<file path="src/rtl/fifo_reader_pkg.sv">
// Shared constants for the FIFO consumer engine: one-hot state encoding and defaults.
package fifo_reader_pkg;

  localparam int unsigned DataWDefault   = 8;
  localparam int unsigned TimeoutDefault = 255;
  localparam int unsigned TimerW         = 8;

  localparam int unsigned IdleBit = 0;
  localparam int unsigned ReqBit  = 1;
  localparam int unsigned WaitBit = 2;
  localparam int unsigned HoldBit = 3;

  typedef logic [3:0] state_t;

  localparam state_t StIdle = 4'b0001;
  localparam state_t StReq  = 4'b0010;
  localparam state_t StWait = 4'b0100;
  localparam state_t StHold = 4'b1000;

endpackage

</file>
<file path="src/rtl/fifo_reader_wait_timer.sv">
// Saturating wait counter; o_done pulses for one cycle when the count first reaches TIMEOUT.
module wait_timer
  import fifo_reader_pkg::*;
#(
  parameter int unsigned TIMEOUT = TimeoutDefault
) (
  input  logic clk,
  input  logic rst,
  input  logic i_clear,
  input  logic i_enable,
  output logic o_done
);

  localparam logic [TimerW-1:0] Limit = TimerW'(TIMEOUT);

  logic [TimerW-1:0] r_count;
  logic              r_at_limit;
  logic              w_at_limit;

  assign w_at_limit = (r_count == Limit);
  // Only the first cycle at the limit fires, so a saturated count cannot re-trigger.
  assign o_done     = w_at_limit & ~r_at_limit;

  always_ff @(posedge clk or posedge rst) begin
    if (rst) begin
      r_count    <= '0;
      r_at_limit <= 1'b0;
    end else begin
      if (i_clear) begin
        r_count <= '0;
      end else if (i_enable && !w_at_limit) begin
        r_count <= r_count + 1'b1;
      end
      r_at_limit <= w_at_limit;
    end
  end

endmodule

</file>
<file path="src/rtl/fifo_reader.sv">
// Pops bytes from the FIFO one at a time and hands them to the PicoBlaze via valid/ack.
module fifo_reader
  import fifo_reader_pkg::*;
#(
  parameter int unsigned DATA_W  = DataWDefault,
  parameter int unsigned TIMEOUT = TimeoutDefault
) (
  input  logic              clk,
  input  logic              rst,
  input  logic              fifo_empty,
  input  logic              fifo_threshold,
  input  logic              fifo_underflow,
  input  logic [DATA_W-1:0] fifo_data,
  output logic              fifo_rd,
  output logic [DATA_W-1:0] rx_data,
  output logic              rx_valid,
  input  logic              rx_ack,
  output logic              irq,
  input  logic              irq_ack,
  output logic              err
);

  state_t              r_state;
  state_t              w_state_d;
  logic [DATA_W-1:0]   r_rx_data;
  logic                r_rx_valid;
  logic                r_irq;
  logic                r_err;
  logic                w_abort;
  logic                w_timer_done;

  // A pop is dropped if the FIFO drained between IDLE and REQ.
  assign w_abort  = r_state[ReqBit] & fifo_empty;
  assign fifo_rd  = r_state[ReqBit] & ~fifo_empty;
  assign rx_data  = r_rx_data;
  assign rx_valid = r_rx_valid;
  assign irq      = r_irq;
  assign err      = r_err;

  always_comb begin
    w_state_d = r_state;
    unique case (r_state)
      StIdle:  if (!fifo_empty) w_state_d = StReq;
      StReq:   w_state_d = fifo_empty ? StIdle : StWait;
      StWait:  w_state_d = StHold;
      StHold:  if (rx_ack) w_state_d = StIdle;
      default: w_state_d = StIdle;
    endcase
  end

  wait_timer #(
    .TIMEOUT (TIMEOUT)
  ) u_wait_timer (
    .clk      (clk),
    .rst      (rst),
    .i_clear  (~r_rx_valid),
    .i_enable (r_state[HoldBit] & ~rx_ack),
    .o_done   (w_timer_done)
  );

  always_ff @(posedge clk or posedge rst) begin
    if (rst) begin
      r_state    <= StIdle;
      r_rx_data  <= '0;
      r_rx_valid <= 1'b0;
      r_irq      <= 1'b0;
      r_err      <= 1'b0;
    end else begin
      r_state <= w_state_d;
      if (r_state[WaitBit]) begin
        r_rx_data  <= fifo_data;
        r_rx_valid <= 1'b1;
      end else if (r_state[HoldBit] && rx_ack) begin
        r_rx_valid <= 1'b0;
      end
      // Set beats acknowledge when both land in the same cycle.
      if (fifo_threshold || (w_timer_done && r_rx_valid)) begin
        r_irq <= 1'b1;
      end else if (irq_ack) begin
        r_irq <= 1'b0;
      end
      if (fifo_underflow || w_abort) begin
        r_err <= 1'b1;
      end
    end
  end

endmodule

</file>
<file path="config.mk">
export PLATFORM = sky130hd
export DESIGN_NAME = fifo_reader
export DESIGN_NICKNAME = d
export VERILOG_FILES = /design/src/rtl/fifo_reader_pkg.sv /design/src/rtl/fifo_reader_wait_timer.sv /design/src/rtl/fifo_reader.sv
export SDC_FILE = /design/constraint.sdc
export NUM_CORES = 1
export LEC_CHECK = 0
export ABC_CLOCK_PERIOD_IN_PS = 1700
export CORE_UTILIZATION = 44
export CTS_CLUSTER_DIAMETER = 30
export DETAILED_ROUTE_END_ITERATION = 12
export HOLD_SLACK_MARGIN = 0.12
export PLACE_DENSITY = 0.72
export RECOVER_POWER = 50
export REMOVE_ABC_BUFFERS = 1
export SLEW_MARGIN = 30
export SYNTH_ARGS = -nofsm -noshare
export SYNTH_HDL_FRONTEND = slang
export SYNTH_SLANG_ARGS = --single-unit
</file>
<file path="constraint.sdc">
create_clock -name clk -period 1.7 [get_ports clk]
set_input_delay 0.255 -clock clk [delete_from_list [all_inputs] [get_ports clk]]
set_output_delay 0.255 -clock clk [all_outputs]
set_load 0.03 [all_outputs]
</file>
==> impl_metrics.csv, run 1 <==
group,metric,value,unit
outcome,outcome,"finished, final reports clean",
die,die_h,52.0,microns
worst_setup_path,end_kind,"output pin",
grt,grtUsageTotal,0.182,
worst_setup_path,crit_buf_inv,1,
timing,maxSlewHeadroom,0.672,
cts,ctsHtreeMaxLevel,1,
timing,grt_setup_unrepaired,"no",
synth,async_flop_share,1.00,
cts,clock-sinks,24,
timing,fin_crit,1.62,ns
detailed_routing,num_vias,797,
synth,ys_seq_area_frac,0.547,
finish,final_cell_mix,"24 x clkdlybuf4s50_1, 23 x dfrtp_1, 8 x mux2_2, 5 x nand2b_1, 5 x and2_1",
cts,ctsLongestPathBuffers,2,
worst_setup_path,critical_path.max_stage_delay,0.68,ns
synth,ys_ff_latch,24,
cts,numCtsBuffers,3,
power_and_ir_drop,power_density,1310,mW/mm^2
detailed_routing,first_pass_iters,4,
timing,fin_skew,0.00530,ns
hold_path,hold_path_class,"primary input to asynchronous set/reset pin",
timing,final-setup-viol-count,0,
finish,drive_above_1_share,0.167,
synth,synth-edff-count,0,
synth,syn_inst,88,
cts,clk-insertion-delay-late,0.31,ns
timing,tns,0,ns
detailed_routing,drt_iter0_drc,8,
finish,syn_to_final_growth,32.6,%
power_and_ir_drop,pwr-share-clk,0.217,
finish,num-fill-cells,188,
grt,grt_max_degree,15,
place,placed_area,0.00142,sq mm
die,coreArea,0.00228,sq mm
timing,fmax,618,MHz
finish,final_common_cell,"clkdlybuf4s50_1",
cts,cts_tree,"yes",
place,dp_hpwl,1.59,mm
grt,grt-ovfl-total,0,
worst_setup_path,path_cells,"clkdlybuf4s50_1",
detailed_routing,via_per_inst,5.39,
worst_setup_path,crit_type,"register to output pin",
worst_setup_path,path_max_fanout,2,
detailed_routing,drc,0,
synth,yosysWarnings,0,
die,initial_core_util,0.484,
worst_setup_path,critical-path-top-delay-family,"buffers and inverters",
worst_setup_path,rr_worst_depth,6,
flow_run,cap_violations,0,
power_and_ir_drop,p_int,1280,uW
cts,cts_resized,0,
die,die_w,52.0,microns
grt,grt_pass1_wl,3.64,mm
synth,ys_types,37,
die,die_area,0.00271,sq mm
worst_setup_path,path_depth,1,
timing,hold_viol,0,
power_and_ir_drop,combPwrFrac,0.369,
detailed_routing,routed_wl,2.10,mm
place,port_buffers,26,
grt,grt_pass1_vias,854,
cts,cts.clk_slew.worst_paths,0.14,ns
power_and_ir_drop,irDropWorstVdd,0.983,mV
finish,final_area,0.00146,sq mm
die,floorplan.rows,17,
detailed_routing,wl_per_cell,14.2,microns
place,finalWeightedCongestion,0.848,
worst_setup_path,cp-start-kind,"register",
detailed_routing,ant_nets,0,
cts,post_cts_buffers,0,
cts,root_buffer,"clkbuf_4",
timing,min_period_over_period,0.952,
worst_setup_path,worstSetupStartpoint,"rx_data[0]$_DFFE_PP0P_",
power_and_ir_drop,seqPwrFrac,0.413,
timing,maxSlewViolCount,0,
worst_setup_path,rr_startpoint,"u_wait_timer.r_count[0]$_DFFE_PP0P_",
cts,hold_buffers,0,
finish,n_antenna_cell,0,
power_and_ir_drop,swShare,0.329,
timing,worst_slew_pin_slew,0.492,ns
power_and_ir_drop,p_switching,627,uW
worst_setup_path,critPathArrivalTime,1.36,ns
finish,fin_nets,137,
power_and_ir_drop,p_leak,0.000618,uW
worst_setup_path,cp.required,1.44,ns
synth,syn_avg_cell_area,12.5,sq um
synth,syn_area,0.00110,sq mm
worst_setup_path,cp_slowest_cell,"clkdlybuf4s50_1",
grt,antenna_found_initial,0,
synth,synth_top_flop_cell,"dfrtp_1",
die,pin_count,27,
==> through the flow <==
step	utilization	power, uW	worst slack (ns)	hold WS, ns	std cells
finish	0.642	1910	0.0809	0.322	148
global route	0.642	1990	0.0234	0.378	148
CTS	0.645	1920	0.0640	0.198	148
detailed placement	0.622	1510	0.00802	0.466	144
global placement	0.622	1500	0.0476	0.447	144
floorplan	-	1190	0.313	0.269	86
==> final timing paths <==
kind	endpoint	slack (ns)
max in group asynchronous	u_wait_timer.r_count[5]$_DFFE_PP0P_	0.64
worst min-delay path	rx_data[1]$_DFFE_PP0P_	0.32
worst min register to register	err$_DFFE_PP0P_	0.49
worst max register to register	u_wait_timer.r_count[1]$_DFFE_PP0P_	0.16
worst max-delay path	rx_data[0]	0.08
min in group clk	err$_DFFE_PP0P_	0.49
==> cell type report <==
cell class,count,area [sq um],area share
well taps,28,35.0,0.0240
inverters,4,15.0,0.0103
repair buffers,30,280,0.192
clock buffers,3,22.5,0.0154
flip-flops and latches,24,602,0.412
multi-input cells,58,475,0.326
clock inverters,1,30.0,0.0206
==> state kept, by name, indices dropped and copies added (netlist names) <==
name,flops
rx_data,8
r_state,4
u_wait_timer.r_at_limit,1
u_wait_timer.r_count,8
err,1
rx_valid,1
irq,1
==> power groups by stage <==
stage | Sequential [uW] | Combinational, uW | Clock [uW]
3_5_place_dp | 798 | 712 | 0
3_3_place_gp | 792 | 704 | 0
5_1_grt | 804 | 745 | 439
6_report | 788 | 705 | 414
2_1_floorplan | 1010 | 176 | 0
4_1_cts | 789 | 714 | 420
==> cells by family (layout without fill, tap and decap cells) <==
| logic type | Yosys count | after routing | share of synthesized area |
|---|---|---|---|
| buffers and inverters | 6 | 38 | 0.0216 |
| muxes | 10 | 10 | 0.100 |
| AOI/OAI and AO/OA | 16 | 16 | 0.132 |
| DFF | 24 | 24 | 0.547 |
| and+or+nand+nor | 27 | 27 | 0.157 |
| adders and majority gates | 1 | 1 | 0.0114 |
| xor gates and xnor gates | 4 | 4 | 0.0318 |
==> synthesized netlist by cell type (2+ instances only) <==
cell | count | area [sq um]
nand3_1 | 2 | 10.0
nor2_1 | 2 | 7.51
o211ai_1 | 2 | 15.0
mux2i_1 | 2 | 20.0
dfrtp_1 | 23 | 576
nand2b_1 | 5 | 31.3
and2_1 | 5 | 31.3
inv_1 | 4 | 15.0
nor2b_1 | 2 | 12.5
mux2_2 | 8 | 90.1
xnor2_1 | 4 | 35.0
o32a_1 | 2 | 20.0
nand2_1 | 3 | 11.3
==> routing by layer <==
layer / GRT usage / vias to the layer above / wire (microns)
li1: - / 384 / -
met1: 0.221 / 389 / 961
met5: 0 / - / 0
met3: 0.0409 / 0 / 101
met2: 0.314 / 24 / 1040
met4: 0.0631 / 0 / 0
(Power assumes the default switching activity.)
==> inputs of run 2 (changes only) <==
- SKIP_CTS_REPAIR_TIMING: default -> 1
==> results of run 2 <==
The final DEF is identical to that of run 1; final timing and power are the same.
